[src/rtl/ram_bus_arbiter.sv]
// Two-master req/ack arbiter in front of a single-port data RAM (CPU datapath vs loader/DMA).
// Optional macro ARB_M0_PRIO_EN: fixed m0 priority on ties instead of round-robin.
module ram_bus_arbiter #(
  parameter int AW     = 13,
  parameter int DW     = 8,
  parameter int RD_LAT = 1
) (
  input  logic          clk,
  input  logic          rst,
  input  logic          m0_req,
  input  logic          m0_wr,
  input  logic [AW-1:0] m0_addr,
  input  logic [DW-1:0] m0_wdata,
  output logic          m0_ack,
  output logic [DW-1:0] m0_rdata,
  input  logic          m1_req,
  input  logic          m1_wr,
  input  logic [AW-1:0] m1_addr,
  input  logic [DW-1:0] m1_wdata,
  output logic          m1_ack,
  output logic [DW-1:0] m1_rdata,
  output logic          ram_en,
  output logic          ram_wr,
  output logic [AW-1:0] ram_addr,
  output logic [DW-1:0] ram_wdata,
  input  logic [DW-1:0] ram_rdata,
  output logic          busy
);

  localparam int CW = (RD_LAT > 1) ? $clog2(RD_LAT) : 1;

  typedef enum logic [1:0] {IDLE, ACCESS, WAIT, ACK} state_t;

  state_t        state;
  state_t        state_nxt;
  logic          last_gnt;
  logic          win;
  logic          wr_q;
  logic          pick;
  logic          any_req;
  logic          wait_done;
  logic [CW-1:0] cnt;

  assign any_req   = m0_req | m1_req;
  assign wait_done = (cnt == CW'(RD_LAT - 1));

  // pick = 1 selects m1; round-robin favours the master that did not win last time
  always_comb begin
    pick = 1'b0;
`ifdef ARB_M0_PRIO_EN
    pick = ~m0_req;
`else
    if (m0_req && m1_req)
      pick = ~last_gnt;
    else
      pick = ~m0_req;
`endif
  end

  always_comb begin
    state_nxt = state;
    case (state)
      IDLE:    if (any_req) state_nxt = ACCESS;
      ACCESS:  state_nxt = wr_q ? ACK : WAIT;
      WAIT:    if (wait_done) state_nxt = ACK;
      ACK:     state_nxt = IDLE;
      default: state_nxt = IDLE;
    endcase
  end

  always_ff @(posedge clk or posedge rst) begin
    if (rst) begin
      state     <= IDLE;
      last_gnt  <= 1'b1;
      win       <= 1'b0;
      wr_q      <= 1'b0;
      cnt       <= '0;
      ram_addr  <= '0;
      ram_wdata <= '0;
      m0_rdata  <= '0;
      m1_rdata  <= '0;
    end else begin
      state <= state_nxt;
      if (state == IDLE && any_req) begin
        win       <= pick;
        last_gnt  <= pick;
        wr_q      <= pick ? m1_wr    : m0_wr;
        ram_addr  <= pick ? m1_addr  : m0_addr;
        ram_wdata <= pick ? m1_wdata : m0_wdata;
      end
      // ram_rdata is valid in the last WAIT cycle; capture it for the winner only
      if (state == WAIT) begin
        if (wait_done) begin
          cnt <= '0;
          if (win)
            m1_rdata <= ram_rdata;
          else
            m0_rdata <= ram_rdata;
        end else begin
          cnt <= cnt + 1'b1;
        end
      end
    end
  end

  assign ram_en = (state == ACCESS);
  assign ram_wr = ram_en & wr_q;
  assign m0_ack = (state == ACK) & ~win;
  assign m1_ack = (state == ACK) & win;
  assign busy   = (state != IDLE);

endmodule
[config.mk]
export PLATFORM = sky130hd
export DESIGN_NAME = ram_bus_arbiter
export DESIGN_NICKNAME = d
export VERILOG_FILES = /design/src/rtl/ram_bus_arbiter.sv
export SDC_FILE = /design/constraint.sdc
export NUM_CORES = 1
export LEC_CHECK = 0
export ABC_CLOCK_PERIOD_IN_PS = 1800
export CAP_MARGIN = 40
export CORE_UTILIZATION = 40
export DETAILED_ROUTE_END_ITERATION = 6
export MAX_ROUTING_LAYER = met4
export PLACE_DENSITY = 0.88
export SYNTH_ARGS = -nofsm -noshare
export SYNTH_HDL_FRONTEND = slang
export SYNTH_SLANG_ARGS = --single-unit
[constraint.sdc]
create_clock -name clk -period 1.8 [get_ports clk]
set_input_delay 0.27 -clock clk [delete_from_list [all_inputs] [get_ports clk]]
set_output_delay 0.27 -clock clk [all_outputs]
set_load 0.03 [all_outputs]
== Yosys cells after proc, flatten, opt, wreduce, memory -nomap -nowiden ==
Index checks and enable logic that the tools add are counted.
Widths: inputs -> output; s select.

* Add/subtract/negate cells: 1
* Multipliers: 0
* Divide/modulo/power cells: 0
* $lt $le $gt $ge: 0
* Equal/unequal tests: 5
* Shift-type cells: 0
* Multiplexer cells: 9
* Bitwise gates (word level): 8
* Reduce and logical (&&, ||, !) cells: 7

{| class="wikitable"
|+ Operator list
! cell !! count
|-
| $mux 13 || 1
|-
| $mux 8 || 1
|-
| $pmux 2 s4 || 1
|-
| $reduce_and 3->1 || 2
|-
| $eq 2x2->1 const B || 2
|-
| $mux 1 || 4
|-
| $mux 2 || 2
|-
| $ne 2x2->1 const B || 2
|-
| $not 1->1 || 4
|-
| $and 1x1->1 || 3
|-
| $eq 2x1->1 const B || 1
|-
| $logic_and 1x1->1 || 2
|-
| $logic_not 2->1 || 1
|-
| $reduce_and 2->1 || 1
|-
| $reduce_bool 2->1 || 1
|-
| $add 1x1->1 const B || 1
|-
| $or 1x1->1 || 1
|}

* Register bits after elaboration: 43
* Latch bits: 0
* Bits in writable memories: 0
* ROM bits: 0
* Bits of input ports: 56
* Output and inout port bits: 42
* Word-level logic and storage cells: 39
* Memories: 0

== Depth between registers and ports, before layout ==
Gate-level depths: netlist (run 1).

* Word-level depth: 3
* Gate-level depth with buffers: 6
* Gate-level depth less buffers: 5

== Worst setup path after synthesis (run 1) ==
OpenSTA, ideal clock, no wires.

* Kind: register -> register
* From: register state[0]
* To: register state[1]
* Arrival: 1511 ps
* Slack: 164 ps
* Stages on the path, launching flop included: 6
* Buffers on the path: 0
* Clock period less this slack: 1636 ps
* Cells stage by stage: dfrtp_1 -> inv_1 -> ha_1 -> inv_2 -> or3_1 -> mux2_4

* Cells in the longest elaborated chain, start to end: 3
* Elaborated cells between the ends (all ways): 8

{| class="wikitable"
|+ RTL lines
! item !! RTL line !! text
|-
| start: declaration || 34 || <nowiki>state_t state;</nowiki>
|-
| start signal: assignment || 83 || <nowiki>state <= state_nxt;</nowiki>
|-
| $eq 2x2->1 / $logic_not 2->1 (equally long branches) || 62 || <nowiki>case (state)</nowiki>
|-
| $ne 2x2->1 (no source line) || - ||
|-
| $reduce_and 2->1 (no source line) || - ||
|}

Several ways; a longest one is shown, not always the timed one.
A chain may end at the register's enable or synchronous reset.

== Worst setup path after layout (run 1) ==
* From: register state[0]
* To: output m1_ack

* Cells in the longest elaborated chain, start to end: 2

{| class="wikitable"
|+ RTL lines
! item !! RTL line !! text
|-
| $eq 2x2->1 || 109 || <nowiki>assign m1_ack = (state == ACK) & win;</nowiki>
|-
| $and 1x1->1 || 109 ||
|-
| end: declaration || 20 || <nowiki>output logic m1_ack,</nowiki>
|}

No other way between the ends.

==> results of run 1 <==
[placed cells by master (no fill, tap or decap), drive strengths merged]
master / n
a21oi: 22
a2bb2oi: 1
a31oi: 24
and2: 2
and2b: 1
buf: 8
bufinv: 2
clkbuf: 8
clkdlybuf4s50: 92
clkinv: 1
dfrtp: 41
dfstp: 1
dlygate4sd2: 3
ha: 4
inv: 4
mux2: 17
mux2i: 1
nand2: 1
nand2b: 2
nor2: 24
nor2b: 1
o21a: 1
o21ai: 23
or3: 1
[layer usage]
metal | global-route usage | vias to the layer above | wire (um)
met5 | - | - | 0
met4 | 0.0756 | 0 | 75
met3 | 0.0549 | 7 | 436
met2 | 0.384 | 81 | 2560
met1 | 0.263 | 864 | 2130
li1 | - | 860 | -
[power groups by stage]
stage	Sequential (mW)	Combinational, mW	Clock [mW]
finish	1.72	3.30	0.909
CTS	1.72	3.33	0.926
floorplan	2.55	1.17	0
global route	1.77	3.52	0.973
global placement	1.72	3.29	0
detailed placement	1.73	3.36	0
[metrics by stage]
| stage | util | instance area [um^2] | instances |
|---|---|---|---|
| 3_5_place_dp | 0.666 | 2980 | 329 |
| 2_1_floorplan | - | 1920 | 187 |
| 5_1_grt | 0.695 | 3110 | 337 |
| 3_3_place_gp | 0.666 | 2980 | 329 |
| 6_report | 0.695 | 3110 | 337 |
| 4_1_cts | 0.697 | 3120 | 337 |
[worst register-to-register path: stages, from the launching register on]
cell,delay (ns)
dfrtp_1,0.43
inv_1,0.09
ha_1,0.24
buf_4,0.16
o21ai_2,0.34
a31oi_1,0.10
a21oi_1,0.20
[cell families (layout without fill, tap and decap cells)]
family	count (synthesis)	in the layout	synth area share
flops	42	42	0.547
buf+inv	20	118	0.0442
simple gates	32	32	0.0722
compound gates	71	71	0.204
mux	18	18	0.107
fa+ha+maj	4	4	0.0260
[sequential cells by signal, indices dropped and copies added (netlist names)]
| register | cells |
|---|---|
| last_gnt | 1 |
| m1_rdata | 8 |
| wr_q | 1 |
| m0_rdata | 8 |
| ram_wdata | 8 |
| state | 2 |
| ram_addr | 13 |
| win | 1 |
[area by class of cell]
class / instances / area (um^2) / area share
Multi-Input combinational cell: 125 / 790 / 0.254
Clock buffer: 6 / 82.6 / 0.0265
Timing Repair Buffer: 105 / 1040 / 0.335
Tap cell: 52 / 65.1 / 0.0209
Clock inverter: 2 / 60.1 / 0.0193
Inverter: 5 / 18.8 / 0.00603
Sequential cell: 42 / 1050 / 0.338
[how the worst min path moves through the flow]
stage / from / end / slack (ns) / depth (start not counted)
after global routing: rst / ram_addr[5] / 0.24 / 2
after CTS: rst / ram_addr[5] / 0.23 / 2
after floorplan: m1_wr / wr_q / 0.42 / 2
after global placement: m0_rdata[0] / m0_rdata[0] / 0.49 / 1
after detailed placement: last_gnt / last_gnt / 0.49 / 2
final: rst / ram_addr[8] / 0.23 / 2
[timing repair]
action | CTS | global route
pin swaps | 0 | 0
gates resized for setup | 6 | 3
setup endpoints to repair | 5 | 2
==> summary.md, run 1 <==
| Metric | Value |
|---|---|
| Skew-Pair Late Insertion Delay | `0.29 ns` |
| Flop2flop setup slack | `0.17 ns` |
| CTS root buf | `clkbuf_8` |
| Reg2Reg Depth | `6` |
| Ports | `98` |
| Reg-to-Reg End | `ram_addr[0]` |
| Vias after detailed routing | `1,812` |
| Slowest-stage cell, CP | `dfrtp_1` |
| RSZ-0062 raised after global routing | `no` |
| Drt pass-1 iters | `7` |
| DR iter-0 viols | `105` |
| Postcts setup bufs | `0` |
| Total negative slack | `0 ns` |
| Worst Tran Pin Value | `0.896 ns` |
| Layout cells sized above 1 | `0.133` |
| Worst slack at placement | `-0.0884 ns` |
| Gate power share | `0.557` |
| Max IR drop VDD | `846 uV` |
| Top FF cell, synth | `dfrtp_1` |
| Min Tclk post-route | `1.70 ns` |
| Maximum clock path buffer count | `2` |
| Critical Path Stages | `3` |
| Die X-Extent | `71.3 um` |
| Async SR Flop Fraction | `1.00` |
| Pint | `3.50 mW` |
| Initial Util | `0.430` |
| # hold bufs at CTS | `0` |
| Switching power | `2.43 mW` |
| Yosys top cell area share | `0.534` |
| Hold Vio Cnt, Final | `0` |
| Sw frac | `0.409` |
| Total gr overflow | `0` |
| DIE HEIGHT | `71.3 um` |
| Slew Limit Fails | `0` |
| EDFF count, synth | `0` |
| Peak fanout along the critical path | `5` |
| Die Area | `5090 um^2` |
| Area grow syn2layout | `61.7%` |
| CTS buffer count | `5` |
| Core Box Area | `4470 um^2` |
| Total Power | `5.93 mW` |
| Post-synth top cells | `dfrtp_1 (41), a31oi_1 (24), nor2_1 (24)` |
| Filler cells | `324` |
| Post-Syn Area | `1920 um^2` |
| Critical Path Start Type | `flop` |
| Static leakage | `1.28 nW` |
| Clock network power share | `0.153` |
| DP HPWL | `3770 um` |
| R2R Path Start | `state[0]` |
| Synthesis Warnings | `0` |
| Setup crit end | `m1_ack` |
| Sequential fraction of the synthesis area | `0.547` |
| Critical path type | `flop to output port` |
| F_max | `0.588 GHz` |
| Post-Route Skew | `0.00831 ns` |
| CP cell instances | `ha_1, and2_1, dlygate4sd2_1` |
| DR vias/cell | `5.38` |
| Vias in the first global route | `1,847` |
| Period Utilization, post-route | `0.945` |
| # setup viols final | `0` |
| Synthesized net count | `247` |
| Largest net degree at the start of global routing | `33` |
| Drt drc | `9` |
| WHS | `0.228 ns` |
| Port buffer count | `97` |
| Slew margin rel. | `0.403` |
| Total global-route track usage | `0.226` |
| Final wirelength | `5210 um` |
| Critical Path RT | `1.53 ns` |
| Max Cap Violations | `0` |
| Worst Setup SP | `state[0]` |
| Syn Inst Count | `187` |
| ANT nets after route | `0` |
| Outcome | `complete, but fails checks` |
| Rows | `24` |
| First-pass GRT wire length | `8620 um` |
| Diodes inserted | `0` |
| CTS tree | `done` |
| CP arrival | `1.43 ns` |
| Hold WC Path Type | `primary input to asynchronous set/reset pin` |
| Violated checks | `design-rule violations` |
| Final Worst Setup Slack | `0.0985 ns` |
| Synth area leader | `dfrtp_1` |
| Avg WL per Cell | `15.4 um` |
| PD cells | `1910 nW/um^2` |
| CTS clock-pin slew for the worst setup and hold paths | `0.08 ns` |
| Largest delay share family, worst path | `flip-flops` |
| CTS H-tree depth | `2` |
| Register bit total from synthesis | `42` |
| CTS Sinks | `42` |
| Unique masters post-synth | `23` |
| Slowest Stage Delay on Critical Path | `0.44 ns` |
| Initial antenna violation count | `0` |
| Count leader, synth | `dfrtp_1` |
| Nets | `344` |
| WP buf/inv | `1` |
| Top cells by area, synth | `dfrtp_1 (53%), mux2_2 (9.4%), a31oi_1 (7.8%)` |
| Flop pwr share | `0.289` |
| Routability cong. | `0.729` |
| Worst setup EP type | `output port` |
| Syn avg cell area | `10.3 um^2` |
(Power assumes the default switching activity.)
==> inputs of run 2 (changes only) <==
--- a/config.mk
+++ b/config.mk
@@ -7,8 +7,10 @@
 export LEC_CHECK = 0
 export ABC_CLOCK_PERIOD_IN_PS = 1800
 export CAP_MARGIN = 40
+export CORE_MARGIN = 2
 export CORE_UTILIZATION = 40
 export DETAILED_ROUTE_END_ITERATION = 6
+export GPL_TIMING_DRIVEN = 1
 export MAX_ROUTING_LAYER = met4
 export PLACE_DENSITY = 0.88
 export SYNTH_ARGS = -nofsm -noshare
==> run 2 against run 1 <==
The flow now finishes without violations. Core utilization shrank 4.3 points. Count of clock-buffer cells in the layout down 1. Power shrank 5.0%. Sequential cell count stayed put. Sequential power is essentially flat. Critical path type unchanged.
==> summary.md, run 2 (synthesis results as in run 1) <==
| Metric | Value |
|---|---|
| CTS H-tree depth | `2 (unchanged)` |
| Max Cap Violations | `0 (unchanged)` |
| CP cell instances | `inv_1, ha_1, inv_2, clkdlybuf4s15_2` |
| Slew Limit Fails | `0 (unchanged)` |
| CTS Sinks | `42 (unchanged)` |
| CTS tree | `done` |
| Drt pass-1 iters | `4 (-3)` |
| Drt drc | `0 (-9)` |
| Die Area | `5380 um^2 (+5.7%)` |
| Vias in the first global route | `1,790 (-3.1%)` |
| CTS root buf | `clkbuf_8` |
| Filler cells | `413 (+27%)` |
| Total gr overflow | `0 (unchanged)` |
| Area of the multi-input gates | `790 um^2 (unchanged)` |
| Critical Path RT | `1.53 ns (about the same)` |
| F_max | `0.582 GHz (-0.92%)` |
| Slowest-stage cell, CP | `dfrtp_1` |
| DIE HEIGHT | `73.3 um (+2.8%)` |
| Min Tclk post-route | `1.72 ns (+0.0159 ns)` |
| Slowest Stage Delay on Critical Path | `0.44 ns (about the same)` |
| Period Utilization, post-route | `0.954 (+0.00882)` |
| Initial Util | `0.410 (-0.0199)` |
| Hold Vio Cnt, Final | `0 (unchanged)` |
| Max IR drop VDD | `705 uV (-17%)` |
| Area grow syn2layout | `59.2%` |
| # setup viols final | `0 (unchanged)` |
| Port buffer count | `97 (unchanged)` |
| Final wirelength | `5300 um (+1.7%)` |
| Static leakage | `1.27 nW (-1.5%)` |
| Worst Tran Pin Value | `0.663 ns (-0.233 ns)` |
| Total global-route track usage | `0.211 (-0.0154)` |
| Routability cong. | `0.771 (+5.8%)` |
| Worst Setup SP | `state[0]` |
| Critical path type | `flop to output port` |
| Reg with most FFs | `ram_addr` |
| ANT nets after route | `0 (unchanged)` |
| CTS buffer count | `5 (unchanged)` |
| Outcome | `completed` |
| Flop2flop setup slack | `0.15 ns (-0.02 ns)` |
| Peak fanout along the critical path | `5 (unchanged)` |
| CTS clock-pin slew for the worst setup and hold paths | `0.08 ns (about the same)` |
| DR vias/cell | `5.31 (-1.2%)` |
| Most common cell after layout, fill and taps aside | `clkdlybuf4s50_1` |
| Post-Route Skew | `0.00801 ns (-0.000301 ns)` |
| RSZ-0062 raised after global routing | `no` |
| Ports | `98 (unchanged)` |
| # hold bufs at CTS | `0 (unchanged)` |
| Worst slack at placement | `0.0267 ns (+0.115 ns)` |
| Core Box Area | `4690 um^2 (+4.9%)` |
| PD cells | `1840 nW/um^2 (-3.5%)` |
| Avg WL per Cell | `15.5 um (+0.55%)` |
| Nets | `347 (+0.87%)` |
| DP HPWL | `3940 um (+4.5%)` |
| Skew-Pair Late Insertion Delay | `0.29 ns (about the same)` |
| CP arrival | `1.45 ns (+0.02 ns)` |
| Max reg flops | `13 (unchanged)` |
| Vias after detailed routing | `1,812 (unchanged)` |
| First-pass GRT wire length | `8410 um (-2.4%)` |
| Worst setup EP type | `output port` |
| DR iter-0 viols | `72 (-31%)` |
| Final Worst Setup Slack | `0.0826 ns (-0.0159 ns)` |
| Initial antenna violation count | `0 (unchanged)` |
| Most frequent cells in the layout | `clkdlybuf4s50_1 (92), dfrtp_1 (41), a31oi_1 (24), nor2_1 (24)` |
| Diodes inserted | `0 (unchanged)` |
| Maximum clock path buffer count | `2 (unchanged)` |
| Layout cells sized above 1 | `0.143 (+0.00952)` |
| Total negative slack | `0 ns (unchanged)` |
| Die X-Extent | `73.3 um (+2.8%)` |
| Register area | `1050 um^2 (unchanged)` |
| R2R Path Start | `state[0]` |
| Slew margin rel. | `0.558 (+0.155)` |
| Rows | `25 (+4.2%)` |
| Hold WC Path Type | `primary input to asynchronous set/reset pin` |
| Largest net degree at the start of global routing | `30 (-9.1%)` |
| Critical Path Start Type | `flop` |
==> run 2: cell count changes in the layout (fill, tap and decap cells not counted), sizes merged <==
cell,delta
clkinv,+2
bufinv,-2
clkdlybuf4s15,+1
clkbuf,-1
buf,+3
dlygate4sd2,-1
==> run 2: repair_timing <==
item                       CTS  global route
setup endpoints to repair    5             2
gates resized for setup      7             4
pin swaps                    0             0
setup buffers                0             0
==> run 2: path summary, 6_finish.rpt <==
check	to	cells after the start
max	busy	4
min	m1_rdata[5]	2
max reg2reg	state[1]	5
min reg2reg	m0_rdata[7]	1
max in group asynchronous	last_gnt	3
min in group clk	m0_rdata[7]	1
==> run 2: through the flow <==
step | utilization | std cells | area, um^2 | total power, mW | hold WS, ns
after floorplan | - | 187 | 1920 | 3.72 | 0.420
after global placement | 0.638 | 334 | 2990 | 5.03 | 0.487
after detailed placement | 0.638 | 334 | 2990 | 5.13 | 0.492
after CTS | 0.654 | 341 | 3070 | 5.68 | 0.259
after global routing | 0.653 | 341 | 3060 | 5.98 | 0.287
final | 0.653 | 341 | 3060 | 5.63 | 0.256
==> run 2: cell type report <==
type | instances | share of cell area
timing repair buffer | 108 | 0.345
sequential | 42 | 0.344
multi-input combinational | 125 | 0.258
clock buffer | 5 | 0.0225
tap | 54 | 0.0221
inverter | 5 | 0.00613
clock inverter | 2 | 0.00327
==> run 2: critical path, delay by kind of cell, from the launching register on <==
family                     cells  cell delay [ns]
buffers and inverters          3             0.48
DFF                            1             0.44
adders and majority gates      1             0.23
==> run 2: report_power, final <==
group | internal, mW | switching, mW
Combinational | 1.48 | 1.86
Sequential | 1.44 | 0.287
Clock | 0.260 | 0.300
==> run 2: per-layer routing <==
layer / up-vias / wire length, um / GRT usage
li1: 864 / - / -
met1: 864 / 2260 / 0.250
met2: 78 / 2610 / 0.354
met3: 6 / 367 / 0.0480
met4: 0 / 56 / 0.0707
met5: - / 0 / -
